<file path="src/rtl/count_display_mux_if.sv">
// rtl/count_display_mux_if.sv - count input and display/flag outputs of count_display_mux
interface count_display_mux_if;
  logic [3:0] value;
  logic [6:0] seg;
  logic [1:0] an;
  logic       dir_up;
  logic       step_pulse;
  logic       jump_pulse;

  // Counter side: drives the count, observes the display and flags
  modport master (
    output value,
    input  seg, an, dir_up, step_pulse, jump_pulse
  );

  // Display mux side
  modport slave (
    input  value,
    output seg, an, dir_up, step_pulse, jump_pulse
  );
endinterface

</file>
<file path="src/rtl/count_display_mux.sv">
// rtl/count_display_mux.sv - count flags plus 2-digit multiplexed 7-segment driver
module count_display_mux #(
  parameter int REFRESH_DIV   = 50000,
  parameter int GAP_CYC       = 16,
  parameter int BLANK_LEADING = 1
) (
  input logic                clk,
  input logic                reset,
  count_display_mux_if.slave bus
);

  // Slot counter must cover the longer of the lit and gap slots
  localparam int MAXL = (REFRESH_DIV > GAP_CYC) ? REFRESH_DIV : GAP_CYC;
  localparam int CW   = $clog2(MAXL);
  localparam logic [CW-1:0] LIT_LAST = CW'(REFRESH_DIV - 1);
  localparam logic [CW-1:0] GAP_LAST = CW'(GAP_CYC - 1);
  localparam logic [6:0]    SEG_OFF  = 7'h7F;

  typedef enum logic [1:0] {S_UNITS, S_GAP0, S_TENS, S_GAP1} state_t;

  logic [3:0]    r_val_q, r_prev_q, r_disp_q;
  logic          r_fwd, r_bwd, r_oth;
  logic          r_dir_up, r_step, r_jump;
  state_t        r_state, w_state_nxt;
  logic [CW-1:0] r_cnt, w_cnt_nxt;
  logic [3:0]    w_disp_nxt;
  logic [6:0]    r_seg, w_seg_nxt;
  logic [1:0]    r_an, w_an_nxt;
  logic [3:0]    w_diff;
  logic          w_fwd, w_bwd, w_oth;
  logic          w_last;
  logic          w_tens;
  logic [3:0]    w_units;

  // Active-low {g,f,e,d,c,b,a} pattern for one decimal digit
  function automatic logic [6:0] seg_decode(input logic [3:0] d);
    case (d)
      4'd0:    seg_decode = 7'b1000000;
      4'd1:    seg_decode = 7'b1111001;
      4'd2:    seg_decode = 7'b0100100;
      4'd3:    seg_decode = 7'b0110000;
      4'd4:    seg_decode = 7'b0011001;
      4'd5:    seg_decode = 7'b0010010;
      4'd6:    seg_decode = 7'b0000010;
      4'd7:    seg_decode = 7'b1111000;
      4'd8:    seg_decode = 7'b0000000;
      4'd9:    seg_decode = 7'b0010000;
      default: seg_decode = SEG_OFF;
    endcase
  endfunction

  // Classify the latest change; the wrap 15<->0 falls out of 4-bit subtraction
  always_comb begin
    w_diff = r_val_q - r_prev_q;
    w_fwd  = (w_diff == 4'd1);
    w_bwd  = (w_diff == 4'hF);
    w_oth  = (w_diff != 4'd0) && !w_fwd && !w_bwd;
  end

  // Input sampling, one classification stage, then the registered flags
  always_ff @(posedge clk or negedge reset) begin
    if (!reset) begin
      r_val_q  <= 4'd0;
      r_prev_q <= 4'd0;
      r_fwd    <= 1'b0;
      r_bwd    <= 1'b0;
      r_oth    <= 1'b0;
      r_dir_up <= 1'b1;
      r_step   <= 1'b0;
      r_jump   <= 1'b0;
    end else begin
      r_val_q  <= bus.value;
      r_prev_q <= r_val_q;
      r_fwd    <= w_fwd;
      r_bwd    <= w_bwd;
      r_oth    <= w_oth;
      r_step   <= r_fwd | r_bwd;
      r_jump   <= r_oth;
      if (r_fwd) begin
        r_dir_up <= 1'b1;
      end else if (r_bwd) begin
        r_dir_up <= 1'b0;
      end
    end
  end

  // Display FSM next state, plus seg/an for the state being entered
  always_comb begin
    w_state_nxt = r_state;
    w_cnt_nxt   = r_cnt + CW'(1);
    w_disp_nxt  = r_disp_q;
    w_seg_nxt   = SEG_OFF;
    w_an_nxt    = 2'b11;
    w_last      = ((r_state == S_UNITS) || (r_state == S_TENS)) ? (r_cnt == LIT_LAST)
                                                                 : (r_cnt == GAP_LAST);
    if (w_last) begin
      w_cnt_nxt = '0;
      case (r_state)
        S_UNITS: w_state_nxt = S_GAP0;
        S_GAP0:  w_state_nxt = S_TENS;
        S_TENS:  w_state_nxt = S_GAP1;
        default: begin
          w_state_nxt = S_UNITS;
          w_disp_nxt  = r_val_q;
        end
      endcase
    end
    w_tens  = (w_disp_nxt >= 4'd10);
    w_units = w_tens ? (w_disp_nxt - 4'd10) : w_disp_nxt;
    case (w_state_nxt)
      S_UNITS: begin
        w_an_nxt  = 2'b10;
        w_seg_nxt = seg_decode(w_units);
      end
      S_TENS: begin
        if ((BLANK_LEADING != 0) && !w_tens) begin
          w_an_nxt  = 2'b11;
          w_seg_nxt = SEG_OFF;
        end else begin
          w_an_nxt  = 2'b01;
          w_seg_nxt = seg_decode({3'b000, w_tens});
        end
      end
      default: begin
        w_an_nxt  = 2'b11;
        w_seg_nxt = SEG_OFF;
      end
    endcase
  end

  // Display FSM state, slot counter, latched display value and digit drive
  always_ff @(posedge clk or negedge reset) begin
    if (!reset) begin
      r_state  <= S_UNITS;
      r_cnt    <= '0;
      r_disp_q <= 4'd0;
      r_seg    <= SEG_OFF;
      r_an     <= 2'b11;
    end else begin
      r_state  <= w_state_nxt;
      r_cnt    <= w_cnt_nxt;
      r_disp_q <= w_disp_nxt;
      r_seg    <= w_seg_nxt;
      r_an     <= w_an_nxt;
    end
  end

  assign bus.seg        = r_seg;
  assign bus.an         = r_an;
  assign bus.dir_up     = r_dir_up;
  assign bus.step_pulse = r_step;
  assign bus.jump_pulse = r_jump;

endmodule
</file>
<file path="src/flat_wrapper.sv">
// flat-port wrapper written by rule: the top's interface ports become plain ports
module count_display_mux_flat 
#(
  parameter int REFRESH_DIV   = 50000,
  parameter int GAP_CYC       = 16,
  parameter int BLANK_LEADING = 1
)
  (clk, reset, bus_value, bus_seg, bus_an, bus_dir_up, bus_step_pulse, bus_jump_pulse);
  count_display_mux_if bus_i ();
  input logic clk;
  input logic reset;
  input wire logic [$bits(bus_i.value)-1:0] bus_value;
  output wire logic [$bits(bus_i.seg)-1:0] bus_seg;
  output wire logic [$bits(bus_i.an)-1:0] bus_an;
  output wire logic [$bits(bus_i.dir_up)-1:0] bus_dir_up;
  output wire logic [$bits(bus_i.step_pulse)-1:0] bus_step_pulse;
  output wire logic [$bits(bus_i.jump_pulse)-1:0] bus_jump_pulse;
  assign bus_i.value = bus_value;
  assign bus_seg = bus_i.seg;
  assign bus_an = bus_i.an;
  assign bus_dir_up = bus_i.dir_up;
  assign bus_step_pulse = bus_i.step_pulse;
  assign bus_jump_pulse = bus_i.jump_pulse;
  count_display_mux #(.REFRESH_DIV(REFRESH_DIV), .GAP_CYC(GAP_CYC), .BLANK_LEADING(BLANK_LEADING)) u_core (.clk(clk), .reset(reset), .bus(bus_i));
endmodule
</file>
<file path="config.mk">
export PLATFORM = sky130hd
export DESIGN_NAME = count_display_mux_flat
export DESIGN_NICKNAME = d
export VERILOG_FILES = /design/src/rtl/count_display_mux_if.sv /design/src/rtl/count_display_mux.sv /design/src/flat_wrapper.sv
export SDC_FILE = /design/constraint.sdc
export NUM_CORES = 1
export LEC_CHECK = 0
export BUFFER_PORTS_ARGS = -buffer_cell sky130_fd_sc_hd__buf_2
export CORE_MARGIN = 4
export CORE_UTILIZATION = 50
export CTS_BUF_LIST = sky130_fd_sc_hd__clkbuf_8
export DETAILED_ROUTE_END_ITERATION = 8
export GPL_ROUTABILITY_DRIVEN = 0
export GPL_TIMING_DRIVEN = 0
export PLACE_DENSITY = 0.71
export SLEW_MARGIN = 20
export SYNTH_ARGS = -nofsm -noshare
export SYNTH_HDL_FRONTEND = slang
export SYNTH_SLANG_ARGS = --single-unit
</file>
<file path="constraint.sdc">
create_clock -name clk -period 2.72 [get_ports clk]
set_input_delay 0.272 -clock clk [delete_from_list [all_inputs] [get_ports clk]]
set_output_delay 0.272 -clock clk [all_outputs]
set_load 0.01 [all_outputs]
</file>
==> summary.md, run 1 <==
| Metric | Value |
|---|---|
| Synth area leader | dfrtp_1 |
| CP Capture Type | flop |
| DR vias/cell | roughly 5.3 |
| Synthesized Nets | 200 |
| Worst-skew pair later-pin latency | roughly 0.30 ns |
| Worst hold-check path type | primary input to flop |
| DPL Wire Length | ~2500 um |
| Crit-path slowest cell | or4b_4 |
| 1st-iter DRT viols | 30 |
| Power per cell area | 476 mW/mm2 |
| Actual slew at the worst max-slew pin | between 0.4 and 0.5 ns |
| Min cycle time layout | 2.71 ns |
| Synth area leaders | dfrtp_1 41%, dfstp_2 12%, ha_1 7.7% |
| Routed Wire Length | about 3900 um |
| Lkg Pwr | between 0.001 and 0.0015 uW |
| Status | finished clean |
| DRC Markers | 0 |
| Slew margin rel. | 0.706 |
| Post-synthesis sequential area ratio | 0.536 |
| Via count | roughly 1400 |
| Layout cell share with drive strength beyond 1 | 0.374 |
| Pre-antenna DRT Iters | 4 |
| Area of the multi-input gates | 0.00109 mm2 |
| Overall Power | approximately 1300 uW |
| Grt ovf | 0 |
| Worst Skew | 0.00894 ns |
| Post-synth cell types | 41 |
| Remaining antenna violation count | 0 |
| Worst hold start | bus_value[3] |
| Clock transition at path regs | about 0.08 ns |
| Fin crit share | 0.998 |
| Hold EP | u_core.r_val_q[3]$_DFF_PN0_ |
| Seq. cell area | between 0.001 and 0.0015 mm2 |
| Antenna violations before repair | 0 |
| Synthesis Warnings | 0 |
| Number of global-route vias before repair | 1416 |
| Avg WL per Cell | 14.5 um |
| Worst r2r dst | u_core.bus.seg[2]$_DFF_PN1_ |
| Synth Instances | 180 |
| Crit-path cells | or4b_4, mux2i_4, nand4_4, buf_12, mux2i_4, inv_2, nand2b_4, nand2_4, ha_4, nand4_1, o21ai_1, a221o_1 |
| Max-cap violations | 0 |
| CP required | 2.94 ns |
| IO Pins | 18 |
| Initial Utilization | 0.524 |
| Syn Area/Cell | roughly 12 um2 |
| Top cell type's share of synthesized area | 0.412 |
| Final #Nets | about 240 |
| RSZ-0062 raised after global routing | true |
| Placed Cells | between 200 and 250 |
| H-tree depth | 2 |
| Syn-to-layout area delta | 26.0% |
| Max Freq | about 0.37 GHz |
| TritonCTS clock tree | built |
| Die Height | 73.2 um |
| Final Setup Violations | 0 |
| Mapped Area | between 0.002 and 0.0025 mm2 |
| CTS Sinks | 45 |
| Core Box Area | approximately 0.0041 mm2 |
| Worst r2r path cells | 12 |
| Crit Path Max Fanout | 6 |
| GRT Total Usage | 0.152 |
| Worst path arrival time | 2.93 ns |
| Largest net degree at the start of global routing | 46 |
| Crit path launch type | flop |
| Filler instances | around 290 |
| CP bufs+invs | 2 |
| Total clock buffers created by CTS | 5 |
| First-pass GRT wire length | roughly 6300 um |
| Die width | ~73 um |
| Top cell by count, worst path | mux2i_4 |
| Hold-critical path depth | 1 |
| Slew Viols, Final | 0 |
| Rows | 23 |
| R2r setup slk | approximately 0.006 ns |
| Fin cells | about 270 |
| WS Path Type | flop to flop |
| Maximum vdd drop | ~0.25 mV |
| Bufs on Longest Clock Path | 2 |
| Ant. Diodes | 0 |
| DIE AREA | roughly 0.0054 mm2 |
| Reg-to-Reg Start | u_core.r_cnt[8]$_DFF_PN0_ |
| Yosys reg bits | 45 |
| Buffers on Ports | 17 |
| Max incr delay on CP | between 0.5 and 0.6 ns |
| Critical path's top delay family | simple AND/OR/NAND/NOR gates |
| Final hold violation count | 0 |
| Root buf cell | clkbuf_8 |
how the worst max path moves through the flow:
stage	slack, ns	endpoint	from	cells after the start
floorplan	0.06	u_core.bus.seg[2]$_DFF_PN1_	u_core.r_cnt[8]$_DFF_PN0_	11
global placement	-0.15	u_core.bus.seg[2]$_DFF_PN1_	u_core.r_cnt[0]$_DFF_PN0_	12
detailed placement	-0.17	u_core.bus.seg[2]$_DFF_PN1_	u_core.r_cnt[0]$_DFF_PN0_	12
CTS	0.003	u_core.bus.seg[3]$_DFF_PN1_	u_core.r_cnt[9]$_DFF_PN0_	11
global route	-0.06	u_core.bus.seg[4]$_DFF_PN1_	u_core.r_cnt[8]$_DFF_PN0_	11
finish	0.006	u_core.bus.seg[2]$_DFF_PN1_	u_core.r_cnt[8]$_DFF_PN0_	12
layout by cell type, fill, tap and decap left out, types with 2 or more instances in the layout:
cell type	count
dfrtp_1	34
nor2_1	17
buf_2	17
inv_1	11
xor2_1	11
buf_4	11
dfstp_2	10
nand2_1	9
xnor2_1	6
and3_1	6
nand3_1	6
ha_1	6
ha_4	5
clkbuf_8	5
a21oi_1	4
mux2i_4	3
inv_2	3
and2_4	3
o21ai_1	3
or3_1	2
o21ai_0	2
a21oi_4	2
mux2_4	2
nand2_4	2
mux2i_1	2
nor2b_1	2
a21o_1	2
ha_2	2
buf_12	2
cells by family after synthesis:
family	synth area share
and+or+nand+nor	0.154
DFF	0.536
AOI/OAI and AO/OA	0.0654
xor gates and xnor gates	0.0701
buffers and inverters	0.0247
adders and majority gates	0.0860
muxes	0.0642
power by group:
| group | leakage, uW | internal (uW) | switching (uW) |
|---|---|---|---|
| sequential | 0.000549 | 699 | 10.3 |
| clock | 0.0000595 | 272 | 217 |
| combinational | 0.000673 | 34.7 | 43.1 |
synthesized netlist by cell type, drive strengths merged:
| cell | number |
|---|---|
| fa | 1 |
| and3 | 6 |
| nor2b | 2 |
| nand3 | 7 |
| a21boi | 1 |
| a21oi | 6 |
| xnor2 | 6 |
| dfstp | 10 |
| o32ai | 1 |
| xor2 | 11 |
| nor2 | 18 |
| clkbuf | 1 |
| a221o | 1 |
| mux2i | 5 |
| a21o | 2 |
| nand2b | 2 |
| or4b | 1 |
| inv | 13 |
| nand4 | 2 |
| nor4 | 2 |
| nor3 | 1 |
| and2 | 4 |
| mux2 | 4 |
| nand2 | 11 |
| or2 | 1 |
| ha | 13 |
| o31ai | 2 |
| a31oi | 1 |
| dfrtp | 35 |
| nand4b | 1 |
| o21ai | 6 |
| and4 | 1 |
| or3 | 2 |
metal layers:
metal  global-route usage  up-vias  share of wire
met1                0.179      697           0.43
met5                    0        -              0
met2                0.252       28           0.51
met4               0.0738        0          0.025
met3               0.0427       13          0.036
li1                     -      684              -
per-stage QoR:
stage	utilization	instance area [um2]	setup slack (ns)	setup TNS [ns]	hold WS (ns)
floorplan	-	2130	0.0619	0	-0.0236
global placement	0.562	2280	-0.152	-0.509	0.334
detailed placement	0.562	2280	-0.172	-0.609	0.337
CTS	0.618	2510	0.00283	0	0.0620
global route	0.660	2680	-0.0565	-0.205	0.0590
finish	0.660	2680	0.00607	0	0.0727
state kept, by name, summed over array words and instances (netlist names):
signal	flops
u_core.r_cnt	16
u_core.bus.seg	7
u_core.r_disp_q	4
u_core.r_prev_q	4
u_core.r_val_q	4
u_core.bus.an	2
u_core.r_state	2
u_core.bus.dir_up	1
u_core.bus.jump_pulse	1
u_core.bus.step_pulse	1
u_core.r_bwd	1
u_core.r_fwd	1
u_core.r_oth	1
layout make-up:
cell class,count,share of cell area
buffer,1,0.00140
tap,50,0.0234
multi-input combinational,121,0.408
inverter,13,0.0182
timing repair buffer,31,0.0813
clock buffer,5,0.0257
clock inverter,3,0.0159
sequential,45,0.426
repair_timing:
action / in CTS / in global routing
resized for setup: 12 / 19
endpoints found under the hold margin: 0 / 15
pin swaps: 6 / 13
hold buffers: 0 / 1
buffers inserted: 6 / 6
setup endpoints to repair: 6 / 7
(Power assumes the default switching activity.)
==> run 2, diff against run 1 <==
--- a/config.mk
+++ b/config.mk
@@ -10,9 +10,8 @@
 export CORE_UTILIZATION = 50
 export CTS_BUF_LIST = sky130_fd_sc_hd__clkbuf_8
 export DETAILED_ROUTE_END_ITERATION = 8
-export GPL_ROUTABILITY_DRIVEN = 0
 export GPL_TIMING_DRIVEN = 0
-export PLACE_DENSITY = 0.71
+export PLACE_DENSITY = 0.69
 export SLEW_MARGIN = 20
 export SYNTH_ARGS = -nofsm -noshare
 export SYNTH_HDL_FRONTEND = slang
==> constraint.sdc (replaced) <==
create_clock -name clk -period 3.2 [get_ports clk]
set_input_delay 0.32 -clock clk [delete_from_list [all_inputs] [get_ports clk]]
set_output_delay 0.32 -clock clk [all_outputs]
set_load 0.01 [all_outputs]
==> run 2 against run 1 <==
  * Clock power fell by 15%
  * Highest routed layer unchanged
  * First-iteration DRC count rose by 57%
  * Global-route usage fell by 0.54 points
  * Largest cell class unchanged
==> summary.md, run 2 (synthesis gave the netlist of run 1 again) <==
| Metric | Value |
|---|---|
| RSZ-0062 raised after global routing | false |
| Largest register FFs | 16 (unchanged) |
| Hold EP | u_core.r_val_q[2]$_DFF_PN0_ |
| Core Box Area | 0.00406 mm2 (unchanged) |
| Die width | 73.2 um (unchanged) |
| Worst hold-check path type | primary input to flop |
| Fin util | 0.589 (-0.0709) |
| Power per cell area | 452 mW/mm2 (-5.2%) |
| GRT Total Usage | 0.146 (-0.00540) |
| Commonest non-fill, non-tap cells in the layout | 35 x dfrtp_1, 18 x nor2_1, 17 x buf_2 |
| Hold-critical path depth | 1 (unchanged) |
| Final Setup Violations | 0 (unchanged) |
| H-tree depth | 2 (unchanged) |
| GPL Wtd Cong | slightly above 0.8 |
| WS Path Type | flop to flop |
| Worst r2r dst | u_core.bus.seg[2]$_DFF_PN1_ |
| Ant. Diodes | 0 (unchanged) |
| Rows | 23 (unchanged) |
| Total clock buffers created by CTS | 5 (unchanged) |
| Remaining antenna violation count | 0 (unchanged) |
| IO Pins | 18 (unchanged) |
| Bufs on Longest Clock Path | 2 (unchanged) |
| Crit path launch type | flop |
| Actual slew at the worst max-slew pin | 0.930 ns (+0.488 ns) |
| Via count | 1352 (-4.9%) |
| Pre-antenna DRT Iters | 4 (unchanged) |
| Max-cap violations | 0 (unchanged) |
| Status | finished clean |
| Final #Nets | 224 (-5.9%) |
| Final hold violation count | 0 (unchanged) |
| Worst Skew | 0.00768 ns (-0.00126 ns) |
| Worst hold start | bus_value[2] |
| Clock transition at path regs | 0.08 ns (about the same) |
| Lkg Pwr | 0.00117 uW (-8.7%) |
| Slew margin rel. | 0.380 (-0.326) |
| Layout cell share with drive strength beyond 1 | 0.229 (-0.145) |
| TritonCTS clock tree | built |
| Die Height | 73.2 um (unchanged) |
| CP required | 3.42 ns (+0.48 ns) |
| DIE AREA | 0.00536 mm2 (unchanged) |
| Routed Wire Length | 3400 um (-13%) |
| Max Freq | 0.336 GHz (-8.8%) |
| Buffers on Ports | 17 (unchanged) |
| Syn-to-layout area delta | 12.5% |
| Largest net degree at the start of global routing | 46 (unchanged) |
| Filler instances | 333 (+17%) |
| Top reg by flops | u_core.r_cnt |
| Most common cell after layout, fill and taps aside | dfrtp_1 |
| Post-CTS Setup Repair Bufs | 0 (-6) |
| Grt ovf | 0 (unchanged) |
| Worst path arrival time | 3.19 ns (+0.26 ns) |
| Worst r2r path cells | 12 (unchanged) |
| CP Capture Type | flop |
| Avg WL per Cell | 13.3 um (-7.9%) |
| Root buf cell | clkbuf_8 |
| Number of global-route vias before repair | 1391 (-1.8%) |
| DPL Wire Length | 2580 um (+1.7%) |
| Maximum vdd drop | 0.281 mV (+15%) |
| Crit Path Max Fanout | 8 (+2) |
| Setup TNS | 0 ns (unchanged) |
| First-pass GRT wire length | 6060 um (-3.4%) |
| R2r setup slk | 0.23 ns (+0.22 ns) |
| Initial Utilization | 0.524 (unchanged) |
| Antenna violations before repair | 0 (unchanged) |
| Reg-to-Reg Start | u_core.r_cnt[0]$_DFF_PN0_ |
| CTS Sinks | 45 (unchanged) |
| 1st-iter DRT viols | 47 (+57%) |
| DR vias/cell | 5.30 (+0.30%) |
| Min cycle time layout | 2.97 ns (+0.261 ns) |
| Worst-skew pair later-pin latency | 0.29 ns (about the same) |
| Slew Viols, Final | 0 (unchanged) |
| DRC Markers | 0 (unchanged) |
| Fin crit share | 0.930 (-0.0682) |
run 2: cell count changes in the layout (fill, tap and decap cells not counted), moves of 2 or more:
cell,before,now
buf_4,11,0
ha_1,6,13
ha_4,5,0
and2_1,1,4
and2_4,3,0
buf_12,2,0
ha_2,2,0
nand2_1,9,11
nand2_4,2,0
run 2: where the power goes:
part	leakage [uW]	switching, uW	internal [uW]	total, uW
combinational	0.000560	35.5	26.4	61.9
sequential	0.000551	9.01	594	603
clock	0.0000595	184	231	415
total	0.00117	229	851	1080
run 2: cell type report:
type | count | area (um2) | share of cell area
clock buffers | 5 | 68.8 | 0.0288
inverters | 13 | 48.8 | 0.0204
flip-flops and latches | 45 | 1140 | 0.476
well taps | 50 | 62.6 | 0.0262
multi-input cells | 121 | 940 | 0.393
plain buffers | 1 | 3.75 | 0.00157
clock inverters | 3 | 42.5 | 0.0178
repair buffers | 17 | 85.1 | 0.0356
run 2: metrics by stage:
| stage | power [uW] | hold WS [ns] | std cells | area [um2] | worst slack [ns] |
|---|---|---|---|---|---|
| 5_1_grt | 1130 | 0.107 | 255 | 2390 | 0.0304 |
| 2_1_floorplan | 647 | 0.0244 | 180 | 2120 | 0.444 |
| 3_5_place_dp | 678 | 0.337 | 247 | 2270 | 0.0748 |
| 3_3_place_gp | 674 | 0.333 | 247 | 2270 | 0.199 |
| 4_1_cts | 1090 | 0.117 | 255 | 2380 | 0.0551 |
| 6_report | 1080 | 0.123 | 255 | 2390 | 0.225 |
run 2: critical path, cell delays in order, from the launching register on:
cell     delay, ns
dfrtp_1       0.43
ha_1          0.26
nand3_1       0.18
nor4_2        0.38
nand4_4       0.23
mux2_4        0.40
and2_1        0.19
nand2_1       0.08
nand2_1       0.10
ha_1          0.22
nand4_1       0.07
o21ai_1       0.07
a221o_1       0.29
run 2: timing repair:
item	4_1_cts	5_1_grt
hold buffers	0	0
endpoints found under the setup margin	0	5
resized for setup	0	1
run 2: how the worst max path moves through the flow:
stage,slack [ns],startpoint,end,cells past startpoint
final,0.23,u_core.r_cnt[0]$_DFF_PN0_,u_core.bus.seg[2]$_DFF_PN1_,12
after global routing,0.03,u_core.r_cnt[0]$_DFF_PN0_,u_core.bus.seg[2]$_DFF_PN1_,12
after CTS,0.06,u_core.r_cnt[0]$_DFF_PN0_,u_core.bus.seg[4]$_DFF_PN1_,11
after detailed placement,0.07,u_core.r_cnt[0]$_DFF_PN0_,u_core.bus.seg[2]$_DFF_PN1_,12
after global placement,0.20,u_core.r_cnt[0]$_DFF_PN0_,u_core.bus.seg[1]$_DFF_PN1_,10
after floorplan,0.44,u_core.r_cnt[0]$_DFF_PN0_,u_core.bus.seg[2]$_DFF_PN1_,12
run 2: routing by layer:
metal | share of wire | global-route usage | wire length [um] | up-vias
li1 | - | - | - | 657
met1 | 0.41 | 0.159 | 1390 | 672
met2 | 0.54 | 0.264 | 1820 | 15
met3 | 0.034 | 0.0427 | 115 | 8
met4 | 0.021 | 0.0574 | 71 | 0
met5 | 0 | 0 | 0 | -
